--- config.mk ---
export PLATFORM = sky130hd
export DESIGN_NAME = frame_capture
export DESIGN_NICKNAME = d
export VERILOG_FILES = /design/src/rtl/cam_pkg.sv /design/src/rtl/pixel_pack.sv /design/src/rtl/frame_capture.sv
export SDC_FILE = /design/constraint.sdc
export NUM_CORES = 1
export LEC_CHECK = 0
export ABC_AREA = 1
export CORE_ASPECT_RATIO = 0.8
export CORE_MARGIN = 8
export CORE_UTILIZATION = 54
export CTS_CLUSTER_DIAMETER = 100
export DETAILED_ROUTE_END_ITERATION = 8
export PLACE_DENSITY = 0.75
export SYNTH_ARGS = -nofsm -noshare
export SYNTH_HDL_FRONTEND = slang
export SYNTH_HIERARCHICAL = 1
export SYNTH_SLANG_ARGS = --single-unit
--- constraint.sdc ---
create_clock -name pclk -period 2.95 [get_ports pclk]
set_clock_uncertainty 0.05 [all_clocks]
set_input_delay 0.4425 -clock pclk [delete_from_list [all_inputs] [get_ports pclk]]
set_output_delay 0.4425 -clock pclk [all_outputs]
set_load 0.03 [all_outputs]
--- src/rtl/cam_pkg.sv ---
// rtl/cam_pkg.sv - shared types and constants for the camera frame capture block
package cam_pkg;

  localparam int PIX_W = 12;

  typedef enum logic [1:0] {
    IDLE    = 2'd0,
    WAIT_VS = 2'd1,
    ACTIVE  = 2'd2,
    DONE    = 2'd3
  } cap_state_t;

  typedef enum logic {
    FMT_RGB444 = 1'b0,
    FMT_RGB565 = 1'b1
  } pix_fmt_t;

endpackage

--- src/rtl/pixel_pack.sv ---
// rtl/pixel_pack.sv - combinational repack of two camera bytes into a 12-bit RGB pixel
module pixel_pack
  import cam_pkg::*;
(
  input  logic [7:0]       byte1_i,
  input  logic [7:0]       byte2_i,
  input  pix_fmt_t         fmt_i,
  output logic [PIX_W-1:0] rgb_o
);

  // RGB565 keeps the top 4 bits of each component; green straddles the byte boundary
  always_comb begin
    if (fmt_i == FMT_RGB565) begin
      rgb_o = {byte1_i[7:4], byte1_i[2:0], byte2_i[7], byte2_i[4:1]};
    end else begin
      rgb_o = {byte1_i[3:0], byte2_i[7:4], byte2_i[3:0]};
    end
  end

endmodule

--- src/rtl/frame_capture.sv ---
// rtl/frame_capture.sv - camera frame capture with decimation and line checks
// FRAME_CAPTURE_STATS_EN adds saturating frame_cnt/err_cnt outputs
module frame_capture
  import cam_pkg::*;
#(
  parameter int H_ACTIVE = 640,
  parameter int V_ACTIVE = 480,
  parameter int DECIM    = 2,
  parameter int ADDR_W   = 17
) (
  input  logic              pclk,
  input  logic              rst,
  input  logic [7:0]        D,
  input  logic              vsync,
  input  logic              href,
  input  logic              fmt,
  input  logic              cont,
  input  logic              arm,
  output logic [PIX_W-1:0]  RGB,
  output logic [ADDR_W-1:0] wr_addr,
  output logic              wr_en,
  output logic              frame_done,
  output logic              line_err
`ifdef FRAME_CAPTURE_STATS_EN
  ,
  output logic [15:0]       frame_cnt,
  output logic [7:0]        err_cnt
`endif
);

  localparam int COL_W = $clog2(H_ACTIVE + 1);
  localparam int ROW_W = $clog2(V_ACTIVE + 1);
  localparam logic [COL_W-1:0] COL_END  = COL_W'(H_ACTIVE);
  localparam logic [COL_W-1:0] COL_LAST = COL_W'(H_ACTIVE - 1);
  localparam logic [COL_W-1:0] COL_MASK = COL_W'(DECIM - 1);
  localparam logic [ROW_W-1:0] ROW_END  = ROW_W'(V_ACTIVE);
  localparam logic [ROW_W-1:0] ROW_LAST = ROW_W'(V_ACTIVE - 1);
  localparam logic [ROW_W-1:0] ROW_MASK = ROW_W'(DECIM - 1);

  cap_state_t        state_q, state_d;
  logic              vsync_q, href_q;
  logic              phase_q, phase_d;
  logic [7:0]        byte1_q, byte1_d;
  logic [COL_W-1:0]  col_q, col_d;
  logic [ROW_W-1:0]  row_q, row_d;
  logic [ADDR_W-1:0] ptr_q, ptr_d;
  logic [ADDR_W-1:0] wr_addr_q, wr_addr_d;
  logic [PIX_W-1:0]  rgb_q, rgb_d, rgb_pack;
  logic              wr_en_q, wr_en_d;
  logic              done_q, done_d;
  logic              err_q, err_d;

  logic vs_fall, href_fall, in_active, start_frame;
  logic pix_done, pix_taken, pix_keep, last_pix;

  pixel_pack u_pack (
    .byte1_i (byte1_q),
    .byte2_i (D),
    .fmt_i   (pix_fmt_t'(fmt)),
    .rgb_o   (rgb_pack)
  );

  assign vs_fall   = vsync_q && !vsync;
  assign href_fall = href_q && !href;

  always_ff @(posedge pclk) begin
    if (rst) begin
      state_q <= IDLE;
    end else begin
      state_q <= state_d;
    end
  end

  always_comb begin
    state_d = state_q;
    case (state_q)
      IDLE:    if (cont || arm) state_d = WAIT_VS;
      WAIT_VS: if (vs_fall) state_d = ACTIVE;
      ACTIVE: begin
        if (vsync)         state_d = WAIT_VS;
        else if (last_pix) state_d = DONE;
      end
      DONE:    state_d = cont ? WAIT_VS : IDLE;
      default: state_d = IDLE;
    endcase
  end

  always_comb begin
    in_active   = (state_q == ACTIVE) && !vsync;
    start_frame = (state_q == WAIT_VS) && vs_fall;
  end

  // A source pixel completes on its second byte; it is taken only inside the active window
  assign pix_done  = in_active && href && phase_q;
  assign pix_taken = pix_done && (col_q < COL_END) && (row_q < ROW_END);
  assign pix_keep  = pix_taken && ((col_q & COL_MASK) == '0) && ((row_q & ROW_MASK) == '0);
  assign last_pix  = pix_taken && (col_q == COL_LAST) && (row_q == ROW_LAST);

  always_comb begin
    phase_d   = phase_q;
    byte1_d   = byte1_q;
    col_d     = col_q;
    row_d     = row_q;
    ptr_d     = ptr_q;
    wr_addr_d = wr_addr_q;
    rgb_d     = rgb_q;
    wr_en_d   = 1'b0;
    done_d    = last_pix;
    err_d     = err_q;
    if (start_frame) begin
      phase_d = 1'b0;
      col_d   = '0;
      row_d   = '0;
      ptr_d   = '0;
      err_d   = 1'b0;
    end else if (in_active) begin
      if (href) begin
        phase_d = ~phase_q;
        if (!phase_q) begin
          byte1_d = D;
        end else if (pix_taken) begin
          col_d = col_q + 1'b1;
          if (pix_keep) begin
            rgb_d     = rgb_pack;
            wr_addr_d = ptr_q;
            ptr_d     = ptr_q + 1'b1;
            wr_en_d   = 1'b1;
          end
        end else begin
          err_d = 1'b1;
        end
      end else if (href_fall) begin
        // an odd trailing byte is simply forgotten by clearing the phase
        if ((col_q != COL_END) || phase_q) err_d = 1'b1;
        phase_d = 1'b0;
        col_d   = '0;
        if (row_q != ROW_END) row_d = row_q + 1'b1;
      end
    end
  end

  always_ff @(posedge pclk) begin
    if (rst) begin
      vsync_q   <= 1'b0;
      href_q    <= 1'b0;
      phase_q   <= 1'b0;
      byte1_q   <= '0;
      col_q     <= '0;
      row_q     <= '0;
      ptr_q     <= '0;
      wr_addr_q <= '0;
      rgb_q     <= '0;
      wr_en_q   <= 1'b0;
      done_q    <= 1'b0;
      err_q     <= 1'b0;
    end else begin
      vsync_q   <= vsync;
      href_q    <= href;
      phase_q   <= phase_d;
      byte1_q   <= byte1_d;
      col_q     <= col_d;
      row_q     <= row_d;
      ptr_q     <= ptr_d;
      wr_addr_q <= wr_addr_d;
      rgb_q     <= rgb_d;
      wr_en_q   <= wr_en_d;
      done_q    <= done_d;
      err_q     <= err_d;
    end
  end

  assign RGB        = rgb_q;
  assign wr_addr    = wr_addr_q;
  assign wr_en      = wr_en_q;
  assign frame_done = done_q;
  assign line_err   = err_q;

`ifdef FRAME_CAPTURE_STATS_EN
  logic [15:0] frame_cnt_q;
  logic [7:0]  err_cnt_q;

  always_ff @(posedge pclk) begin
    if (rst) begin
      frame_cnt_q <= '0;
      err_cnt_q   <= '0;
    end else begin
      if (done_q && (frame_cnt_q != '1)) frame_cnt_q <= frame_cnt_q + 1'b1;
      if (err_d && !err_q && (err_cnt_q != '1)) err_cnt_q <= err_cnt_q + 1'b1;
    end
  end

  assign frame_cnt = frame_cnt_q;
  assign err_cnt   = err_cnt_q;
`endif

endmodule

==> reports/results.ini <==
[status]
status=complete, no violations

[synth]
ys_types=32
syn_inst=564
synth_xor_area_frac=0.0317
postSynthAreaPerCell_sq_um=6.87
synth_top_family_by_area=simple AND/OR/NAND/NOR gates
synth_nets=584
synthesis.area_sq_um=3870
yosys.area_share.adder=0.0162
synthSimpleGateAreaFrac=0.305
synthMuxAreaShare=0
synth-seq-cells=81
synth_compound_area_frac=0.141
ys_seq_area_frac=0.419
ys_warn_count=6

[detailed_routing]
vias_per_cell=5.23
antenna_left=0
firstDrtPassIters=4
vias=3643
drt_iter0_drc=234
drt_wl_total_mm=8.70
drc=0
wl_per_cell_microns=12.5

[layout]
final_common_cell=nand2_1
fin_util=0.658
nets=625
final_cell_mix=135 x nand2_1, 91 x nor2_1, 81 x dfxtp_1
drive_above_1_share=0.0508
design_area_sq_um=4560
syn_to_final_growth_pct=17.7
diodes=0

[worst_setup_path]
critPathArrivalTime_ps=2180
reg2reg_slack_ps=1180
cp-end-kind=register
worstSetupStartpointType=input port
cp.required_ps=3180
worstPathMaxFanout=51
path_class=input port to register
r2r-end=wr_addr[15]$_SDFFE_PP0P_
worst-r2r-cell-count=7
r2r-start=col_q[7]$_SDFFE_PP0P_

[sta]
whs_ps=395
post-route-period-util=0.661
finalHoldViolations=0
fmax_ghz=0.513
setup_viol=0
worstMarginPinSlew_ps=549
tns_ps=0
slew_violations=0
rsz0062_at_grt=no
slew_headroom=0.633
fin_crit_ps=1950

[grt]
grt_pass1_vias=3292
grt_max_degree=52
antenna_found_initial=0
grt_use_total=0.171
grt_pass1_wl_mm=15.0
grt_overflow=0

[place]
post-dp-hpwl_mm=6.09
place.port_buffers=46
globalplace.congestion=0.883
dpl_cell_area_sq_um=4350

[pwr]
p_total_mw=2.11
ir_worst_vdd_v=0.000243
powerDensity_nw_per_um2=463
p_leak_nw=1.69

[clocking]
post_cts_buffers=0
htree_levels=3
holdBufCountCts=0
worstSkewPairLatency_ps=340
cts_root_buf=clkbuf_8
cts_sinks=81
cts_tree=yes
ctsResizeCount=0
clk_pin_slew_worst_paths_ps=70
ctsLongestPathBuffers=2
cts_made_buffers=9

[hold_path]
hold_path_class=register to register
holdPathEnd=byte1_q[5]$_SDFFE_PP0P_
min_from=byte1_q[5]$_SDFFE_PP0P_
hold_depth=2

[floorplanning]
design.core.area_sq_um=6930
chipHeight_microns=91.7
std_cell_rows=27
die_area_sq_um=10200
pin_count=47
dieWidth_microns=111
initial_core_util=0.559

[job]
cap_violations=0

-- registers in the layout, indices dropped and copies added, names as in the netlist --
signal / count
RGB: 12
frame_done: 1
phase_q: 1
wr_en: 1
href_q: 1
col_q: 10
wr_addr: 17
byte1_q: 8
state_q: 2
ptr_q: 17
line_err: 1
row_q: 9
vsync_q: 1
-- worst max-delay path: stages --
cell	delay [ps]
clkdlybuf4s50_1	700
nand3_2	160
nor2_4	160
nand2_4	70
inv_4	350
o21ai_0	150
a21oi_1	120
-- synth_stat cells, drive strengths merged --
library cell,number,share of area
a21boi,1,0.0019
a21oi,51,0.066
and3,1,0.0016
buf,11,0.024
clkbuf,9,0.0090
clkinv,1,0.00097
dfxtp,81,0.42
ha,5,0.016
inv,55,0.054
nand2,140,0.14
nand3,27,0.036
nand4,10,0.016
nor2,93,0.094
nor3,10,0.013
o211ai,1,0.0019
o21ai,51,0.067
o21bai,1,0.0019
o31ai,1,0.0019
or2,1,0.0016
xnor2,3,0.0068
xor2,11,0.025
-- routing by layer --
metal / wire length [microns] / GRT usage / share of wire
met2: 3810 / 0.271 / 0.44
met3: 416 / 0.0469 / 0.048
met5: 0 / 0 / 0
met1: 4420 / 0.223 / 0.51
met4: 53 / 0.0449 / 0.0061
-- power by group --
part	total [mW]	switching [mW]	internal, mW
clock	0.864	0.388	0.476
combinational	0.132	0.0821	0.0496
sequential	1.11	0.00888	1.11
total	2.11	0.479	1.63
-- area by class of cell --
cell class	instances	area, sq um
fill	592	2370
timing repair buffer	50	490
inverter	56	213
sequential	81	1620
tap	87	109
multi-input combinational	407	1910
clock buffer	11	131
clock inverter	5	80.1
-- cell families after synthesis --
family                     Yosys count
xor gates and xnor gates            14
buffers and inverters               76
adders and majority gates            5
AOI/OAI and AO/OA                  106
and+or+nand+nor                    282
DFF                                 81
-- worst max-delay path by stage --
stage	depth (start not counted)	from	slack, ps	to
global route	4	href	850	byte1_q[6]$_SDFFE_PP0P_
global placement	7	href	680	ptr_q[3]$_SDFFE_PP0P_
finish	7	href	1000	wr_addr[15]$_SDFFE_PP0P_
detailed placement	7	href	640	wr_addr[3]$_SDFFE_PP0P_
CTS	7	href	1000	wr_addr[15]$_SDFFE_PP0P_
floorplan	6	href	1450	col_q[7]$_SDFFE_PP0P_
-- metrics by stage --
step | setup WS, ps | instances
floorplan | 1450 | 564
global placement | 678 | 681
detailed placement | 638 | 681
CTS | 1000 | 697
global route | 851 | 697
finish | 1000 | 697
Power figures use the tool's default switching activity.
